[src/rtl/band_corr_packer.sv]
// Double-buffered frame packer for the band DOA correlator: collects BANDS (r11,r22,r12)
// triples per frame and streams them out as sign-extended ready/valid words.
module band_corr_packer #(
   parameter int BANDS      = 4,
   parameter int DIN_WIDTH  = 32,
   parameter int DOUT_WIDTH = 32,
   parameter int CNT_WIDTH  = 16
) (
   input  logic                        clk,
   input  logic                        rst,
   input  logic signed [DIN_WIDTH-1:0] r11,
   input  logic signed [DIN_WIDTH-1:0] r22,
   input  logic signed [DIN_WIDTH-1:0] r12,
   input  logic                        din_valid,
   input  logic [$clog2(BANDS)-1:0]    band_number,
   output logic [DOUT_WIDTH-1:0]       dout,
   output logic                        dout_valid,
   input  logic                        dout_ready,
   output logic                        dout_last,
   output logic [CNT_WIDTH-1:0]        frame_count,
   output logic [CNT_WIDTH-1:0]        drop_count,
   output logic                        overflow
);
   localparam int BW = $clog2(BANDS);

   typedef enum logic {IDLE, SEND} state_t;

   // [bank][band][component], component 0=r11, 1=r22, 2=r12
   logic [1:0][BANDS-1:0][2:0][DIN_WIDTH-1:0] mem;
   logic [1:0]    full;
   logic          fill_bank, drain_bank, dropping;
   logic [BW-1:0] exp_b, wb;
   logic [1:0]    wc;
   state_t        state, state_nx;

   logic          xfer, last_word, free_en, fill_blocked;
   logic          wr_en, fill_done, drop_inc, ovf_set, dropping_nx;
   logic [BW-1:0] wr_slot, exp_nx;
   logic          pend_cur, pend_other;
   logic signed [DIN_WIDTH-1:0] word_s;

   assign dout_valid = (state == SEND);
   assign xfer       = dout_valid && dout_ready;
   assign last_word  = (wb == BW'(BANDS-1)) && (wc == 2'd2);
   assign free_en    = xfer && last_word;
   // A bank emptied this cycle can be refilled in the same cycle.
   assign fill_blocked = full[fill_bank] && !(free_en && (drain_bank == fill_bank));

   always_comb begin
      wr_en       = 1'b0;
      wr_slot     = exp_b;
      exp_nx      = exp_b;
      fill_done   = 1'b0;
      drop_inc    = 1'b0;
      ovf_set     = 1'b0;
      dropping_nx = dropping;
      if (din_valid) begin
         if (dropping) begin
            if (band_number == '0) begin
               if (!fill_blocked) begin
                  wr_en       = 1'b1;
                  wr_slot     = '0;
                  exp_nx      = BW'(1);
                  dropping_nx = 1'b0;
               end else begin
                  drop_inc = 1'b1;
               end
            end
         end else if ((exp_b == '0) && fill_blocked) begin
            dropping_nx = 1'b1;
            ovf_set     = 1'b1;
            drop_inc    = 1'b1;
         end else if (band_number == exp_b) begin
            wr_en = 1'b1;
            if (exp_b == BW'(BANDS-1)) begin
               fill_done = 1'b1;
               exp_nx    = '0;
            end else begin
               exp_nx = exp_b + BW'(1);
            end
         end else begin
            // Sequence error: a band 0 restarts the frame, anything else resyncs.
            drop_inc = 1'b1;
            if (band_number == '0) begin
               wr_en   = 1'b1;
               wr_slot = '0;
               exp_nx  = BW'(1);
            end else begin
               exp_nx = '0;
            end
         end
      end
   end

   assign pend_cur   = full[drain_bank]  || (fill_done && (fill_bank == drain_bank));
   assign pend_other = full[~drain_bank] || (fill_done && (fill_bank != drain_bank));

   always_comb begin
      state_nx = state;
      case (state)
         IDLE: if (pend_cur) state_nx = SEND;
         SEND: if (free_en && !pend_other) state_nx = IDLE;
         default: state_nx = IDLE;
      endcase
   end

   always_ff @(posedge clk) begin
      if (rst) begin
         state       <= IDLE;
         full        <= '0;
         fill_bank   <= 1'b0;
         drain_bank  <= 1'b0;
         dropping    <= 1'b0;
         exp_b       <= '0;
         wb          <= '0;
         wc          <= '0;
         frame_count <= '0;
         drop_count  <= '0;
         overflow    <= 1'b0;
      end else begin
         state    <= state_nx;
         exp_b    <= exp_nx;
         dropping <= dropping_nx;
         if (free_en) begin
            full[drain_bank] <= 1'b0;
            drain_bank       <= ~drain_bank;
            frame_count      <= frame_count + CNT_WIDTH'(1);
         end
         if (fill_done) begin
            full[fill_bank] <= 1'b1;
            fill_bank       <= ~fill_bank;
         end
         if (xfer) begin
            if (last_word) begin
               wb <= '0;
               wc <= '0;
            end else if (wc == 2'd2) begin
               wc <= '0;
               wb <= wb + BW'(1);
            end else begin
               wc <= wc + 2'd1;
            end
         end
         if (drop_inc) drop_count <= drop_count + CNT_WIDTH'(1);
         if (ovf_set)  overflow   <= 1'b1;
      end
   end

   always_ff @(posedge clk) begin
      if (wr_en && !rst) mem[fill_bank][wr_slot] <= {r12, r22, r11};
   end

   assign word_s    = mem[drain_bank][wb][wc];
   assign dout      = dout_valid ? DOUT_WIDTH'(word_s) : '0;
   assign dout_last = dout_valid && last_word;
endmodule

[config.mk]
export PLATFORM = sky130hd
export DESIGN_NAME = band_corr_packer
export DESIGN_NICKNAME = d
export VERILOG_FILES = /design/src/rtl/band_corr_packer.sv
export SDC_FILE = /design/constraint.sdc
export NUM_CORES = 1
export LEC_CHECK = 0
export ABC_AREA = 0
export BUFFER_PORTS_ARGS = -buffer_cell sky130_fd_sc_hd__buf_2
export CORE_UTILIZATION = 55
export CTS_CLUSTER_DIAMETER = 200
export DETAILED_ROUTE_END_ITERATION = 8
export GPL_TIMING_DRIVEN = 0
export PLACE_DENSITY = 0.78
export SLEW_MARGIN = 20
export SYNTH_ARGS = -nofsm -noshare
export SYNTH_HDL_FRONTEND = slang
export SYNTH_SLANG_ARGS = --single-unit
[constraint.sdc]
create_clock -name clk -period 11.3 [get_ports clk]
set_input_delay 2.26 -clock clk [delete_from_list [all_inputs] [get_ports clk]]
set_output_delay 2.26 -clock clk [all_outputs]
set_load 0.02 [all_outputs]
== Yosys cells after proc, flatten, opt, wreduce, memory -nomap -nowiden ==
Cells that the tools add are included.

* Memory bits (read-only): 0
* Bits in writable memories: 0
* Output and inout port bits: 67
* Bits in latches: 0
* Logic and storage cells: 158
* Register bits after elaboration: 813
* Memories: 0

* $add $sub $neg: 5
* Magnitude comparators: 9
* Shifts and indexed selects: 0
* Multipliers: 0
* Bitwise operators: 6
* Eq/ne operators: 10
* Div/mod/pow operators: 0
* Muxes and demuxes: 69
* Reductions and logical operators: 24

{| class="wikitable"
|+ Operators with widths
! cell !! number
|-
| 2-to-1 mux 384 bit || 3
|-
| bitwise mux 768 bit || 1
|-
| demux 384 bit (select 1 bit) || 1
|-
| binary-select mux 96 bit (select 2 bit) || 1
|-
| demux 96 bit (select 2 bit) || 1
|-
| 2-to-1 mux 96 bit || 2
|-
| binary-select mux 32 bit (select 2 bit) || 1
|-
| 2-to-1 mux 32 bit || 2
|-
| 2-to-1 mux 2 bit || 20
|-
| 2-to-1 mux 1 bit || 34
|-
| adder 16 x 1 -> 16 bit, second input constant || 2
|-
| logical AND 1 bit || 14
|-
| less-than comparator 2 x 3 -> 1 bit, second input constant || 3
|-
| adder 2 x 1 -> 2 bit, second input constant || 3
|-
| == test 2 bit, second input constant || 3
|-
| less-than comparator 1 x 2 -> 1 bit, second input constant || 3
|-
| logical NOT 2 bit || 2
|-
| != test 2 bit, second input constant || 2
|-
| AND reduction 4 bit || 1
|-
| logical NOT 1 bit || 3
|-
| NOT 1 bit || 3
|-
| bitwise AND 2 bit || 1
|-
| demux 1 bit (select 1 bit) || 2
|-
| == test 1 bit || 2
|-
| other kinds (11) || 13
|}

== Longest topological paths before layout ==
* Depth after elaboration: 17
* Depth in mapped cells: 8
* Depth with buffers taken out: 6

== Worst setup path after synthesis ==
Ideal clock, no wire load.

* Kind: in2reg
* Start point: input dout_ready
* End point: register mem[100] (netlist bit) (enable)
* Path buffers: 0
* Library setup time: 668 ps
* Cell stages on the path: 5
* Arrival: 9960 ps
* Path slack: 671 ps
* Cell sequence: nand4b_2 o31a_1 a21oi_1 nand3_1 nor3_1

* Longest elaborated chain between the ends: 10
* Elaborated cells on any way between the ends: 12
* Those cells by class: mux: 5; reduce/logical: 7

{| class="wikitable"
|+ Ends and longest elaborated chain
! item !! line !! text
|-
| start: declaration || 18 || <nowiki>input logic dout_ready,</nowiki>
|-
| logical AND 1 bit * || 43 || <nowiki>assign xfer = dout_valid && dout_ready;</nowiki>
|-
| logical AND 1 bit * || 45 || <nowiki>assign free_en = xfer && last_word;</nowiki>
|-
| logical AND 1 bit * || 47 || <nowiki>assign fill_blocked = full[fill_bank] && !(free_en && (drain_bank == fill_bank));</nowiki>
|-
| logical NOT 1 bit * || 47 ||
|-
| logical AND 1 bit * || 47 ||
|-
| 2-to-1 mux 1 bit / logical AND 1 bit (equally long branches) || 60, 69 ||
|-
| 2-to-1 mux 1 bit (on tied branches) || 59, 69 ||
|-
| 2-to-1 mux 1 bit * || 58 || <nowiki>if (dropping) begin</nowiki>
|-
| 2-to-1 mux 1 bit * || 57 || <nowiki>if (din_valid) begin</nowiki>
|-
| logical AND 1 bit * || 150 || <nowiki>if (wr_en && !rst) mem[fill_bank][wr_slot] <= {r12, r22, r11};</nowiki>
|-
| end signal: indexed assignment || 150 ||
|-
| end: declaration || 29 || <nowiki>logic [1:0][BANDS-1:0][2:0][DIN_WIDTH-1:0] mem;</nowiki>
|}

Mark *: on every way between the ends. The rest lies on a longest branch, timed or not.
A chain may end at the register's enable or synchronous reset.

== Final worst setup path ==
* Start point: register wb[0]
* End point: output dout[7]

* Longest elaborated chain between the ends: 5

{| class="wikitable"
|+ Ends and longest elaborated chain
! item !! line !! text
|-
| start: declaration || 32 || <nowiki>logic [BW-1:0] exp_b, wb;</nowiki>
|-
| start signal: assignment || 139 || <nowiki>wb <= wb + BW'(1);</nowiki>
|-
| binary-select mux 96 bit (select 2 bit) || 153 || <nowiki>assign word_s = mem[drain_bank][wb][wc];</nowiki>
|-
| 2-to-1 mux 96 bit (implied by the code) || 153 ||
|-
| binary-select mux 32 bit (select 2 bit) || 153 ||
|-
| 2-to-1 mux 32 bit (implied by the code) || 153 ||
|-
| 2-to-1 mux 32 bit || 154 || <nowiki>assign dout = dout_valid ? DOUT_WIDTH'(word_s) : '0;</nowiki>
|-
| end: declaration || 16 || <nowiki>output logic [DOUT_WIDTH-1:0] dout,</nowiki>
|}

Every way passes these cells. The select of a mux whose other input is x is not followed.

==> summary.txt <==
Floorplanning
  • Die width: 241 microns
  • Core Footprint: 56,400 sq um
  • Initial Util: 55.7%
  • Die Ht: 241 microns
  • # IOs: 169
  • Die Area: 58,000 sq um
  • Std-Cell Rows: 87

Worst hold path
  • Hold depth: 2
  • Hold wc startpoint: overflow$_SDFFE_PP0P_
  • Hold Crit Endpoint: overflow$_SDFFE_PP0P_
  • HP Class: reg2reg

Global routing
  • Total GRT Usage: 25.8%
  • First-pass GRT wire length: 106,000 microns
  • Vias in the first global route: 16,500
  • Overflow left after global routing: 0
  • Pin count of the biggest net entering global routing: 22
  • Initial antenna violation count: 11

Synthesis
  • Asr flop ratio synth: 0%
  • Post-Synthesis Cells: 1,472
  • Post-synth EDFFs: 768
  • FF+latch count, synth: 813
  • Ys flop type: edfxtp_1
  • Post-synth net total: 1,579
  • Syn avg cell area: 21.3 sq um
  • Post-Syn Area: 31,400 sq um
  • Netlist cell types: 45
  • YS warnings: 0
  • Seq/Total Area, Yosys: 76.3%

STA
  • Final setup violation count: 0
  • Worst slew margin: 22.8%
  • Share of the cycle needed by the critical path after routing: 54.5%
  • Final WS setup: 5.14 ns
  • Max-slew violations: 0
  • RSZ-0062 raised after global routing: no
  • Max frequency: 162 MHz
  • Hold Fails Final Rpt: 0
  • Worst-margin pin slew: 1.16 ns
  • Final hold slack: 0.459 ns
  • Min Clock Period, post-route: 6.16 ns
  • Final Skew: 0.0225 ns

Routing
  • Routed Antenna Nets: 0
  • DR iter-0 viols: 1,763
  • DR vias/cell: 6.26
  • DRT Wirelength: 73,400 microns
  • Via count: 16,400
  • Routed len/inst: 28.0 microns
  • Post-route DRC: 0
  • Initial DRT Pass Iterations: 5

Pwr
  • Maximum VDD drop: 0.000162 V
  • Leak: 11.5 nW
  • PwrDens: 159 nW/um^2

Outcome
  • Status: complete, no violations

Setup path
  • Startpoint types: flip-flop
  • Worst EP arrival: 3.90 ns
  • Worst path slowest cell: clkbuf_1
  • Critical path endpoint category: output pin
  • Crit path cell chain: clkbuf_1 > clkbuf_1 > clkbuf_1 > mux4_2 > mux2i_1 > o22a_1 > o21ai_0 > buf_2
  • Reg2reg setup slack: 6.98 ns
  • CP Launch Point: wb[0]$_SDFFE_PP0P_
  • CP Class: reg2out
  • Worst path buffer plus inverter count: 4
  • Cells on worst reg2reg path: 12
  • Reg-to-Reg Start: wb[1]$_SDFFE_PP0P_
  • Worst path max stage delay: 0.78 ns
  • Max Fanout on Critical Path: 10
  • CP required: 9.04 ns
  • CP most frequent cell: clkbuf_1
  • Reg-to-reg endpoint: mem[101]$_DFFE_PP_
  • Critical path's top delay family: buffers and inverters

Place
  • DP Worst Slack: 5.24 ns
  • Port Buffers: 168
  • HPWL Detailed: 48,800 microns
  • Routability cong.: 0.797

Clocking
  • CTS tree: yes
  • PostCTS Resize Cnt: 0
  • Reg clk slew, reported paths: 0.06 ns
  • Hold-fix buffers, CTS: 0
  • Clock buffer depth: 3
  • Clock root cell: clkbuf_16
  • Num CTS Buffers: 77
  • H-tree depth: 3
  • CTS Sinks: 813
  • Setup bufs post-CTS: 0
  • Later-pin clock latency in the skew report: 0.62 ns

Layout
  • Nets: 1,907
  • Most common cell after layout, fill and taps aside: edfxtp_1
  • Most frequent cells in the layout: edfxtp_1, buf_2, mux4_2
  • Area grow syn2layout: 16.2%
  • Fillers: 3,662
  • Fraction of layout cells with a size suffix above 1: 31.2%

Flow run
  • Max_cap viols: 0
[registers in the layout (all words and copies together), names as in the netlist, 2 cells and up]
signal	cells
drop_count	16
exp_b	2
frame_count	16
full	2
mem	768
wb	2
wc	2
[cells by family after synthesis]
group           count (synthesis)  synth area share [%]
compound gates                125                  2.67
xor+xnor                       21                 0.586
fa+ha+maj                       5                 0.199
buf+inv                        82                  1.09
flops                         813                  76.3
mux                           291                  16.9
simple gates                  135                  2.17
[worst register-to-register path, stage by stage (launching register included)]
cell and delay [ns]:
dfxtp_1 0.38, ha_1 0.21, clkinv_1 0.31, o31a_1 0.42
a21oi_1 0.45, nand3_1 0.38, nor3_2 0.62, buf_4 0.31
buf_6 0.18, buf_6 0.17, buf_4 0.20, buf_4 0.20
buf_4 0.17
[power breakdown]
part	switching, mW	internal (mW)
Combinational	0.0692	0.0360
Clock	1.06	1.34
Sequential	0.00436	3.31
[synthesized netlist by cell type, drive strengths merged (24+ instances only)]
master	n	share of area [%]
o21ai	44	0.70
edfxtp	768	73
a21oi	24	0.38
mux2i	98	3.1
dfxtp	45	2.9
buf	38	0.56
clkbuf	37	0.44
nor2	41	0.49
o22a	32	0.89
nand2	27	0.32
mux4	192	14
[stage by stage]
step	total power, mW	util (%)	instances	cell area, sq um	setup TNS (ns)
5_1_grt	5.96	64.7	2610	36500	0
3_3_place_gp	3.47	58.8	2396	33200	-2685.96
2_1_floorplan	3.42	-	1472	31400	0
6_report	5.81	64.7	2617	36500	0
3_5_place_dp	3.48	60.6	2477	34200	0
4_1_cts	5.84	64.7	2608	36500	0
[per-layer routing]
layer	wire (microns)	global-route usage, %	part of all wire [%]
met1	28000	34.7	38
met2	36200	41.7	49
met3	6600	5.73	9.0
met5	69	0	0.094
met4	2520	9.74	3.4
[area by class of cell]
cell class              count  area (sq um)  area share, %
multi-input cells         577          7140           19.6
diodes                      9          22.5         0.0617
clock inverters            38           255          0.700
plain buffers              75           318          0.871
flip-flops and latches    813         24000           65.7
clock buffers              93          2030           5.56
repair buffers            249          1780           4.88
well taps                 756           946           2.59
inverters                   7          26.3         0.0720
[how the worst max path moves through the flow]
stage / endpoint / slack [ns] / cells after the start
final: dout[7] / 5.14 / 8
after global routing: dout[7] / 5.02 / 8
after CTS: dout[7] / 5.10 / 8
after detailed placement: mem[103]$_DFFE_PP_ / 5.24 / 12
after global placement: mem[583]$_DFFE_PP_ / -6.18 / 6
after floorplan: mem[100]$_DFFE_PP_ / 0.67 / 5
No activity file was read; power rests on OpenSTA's default activity.
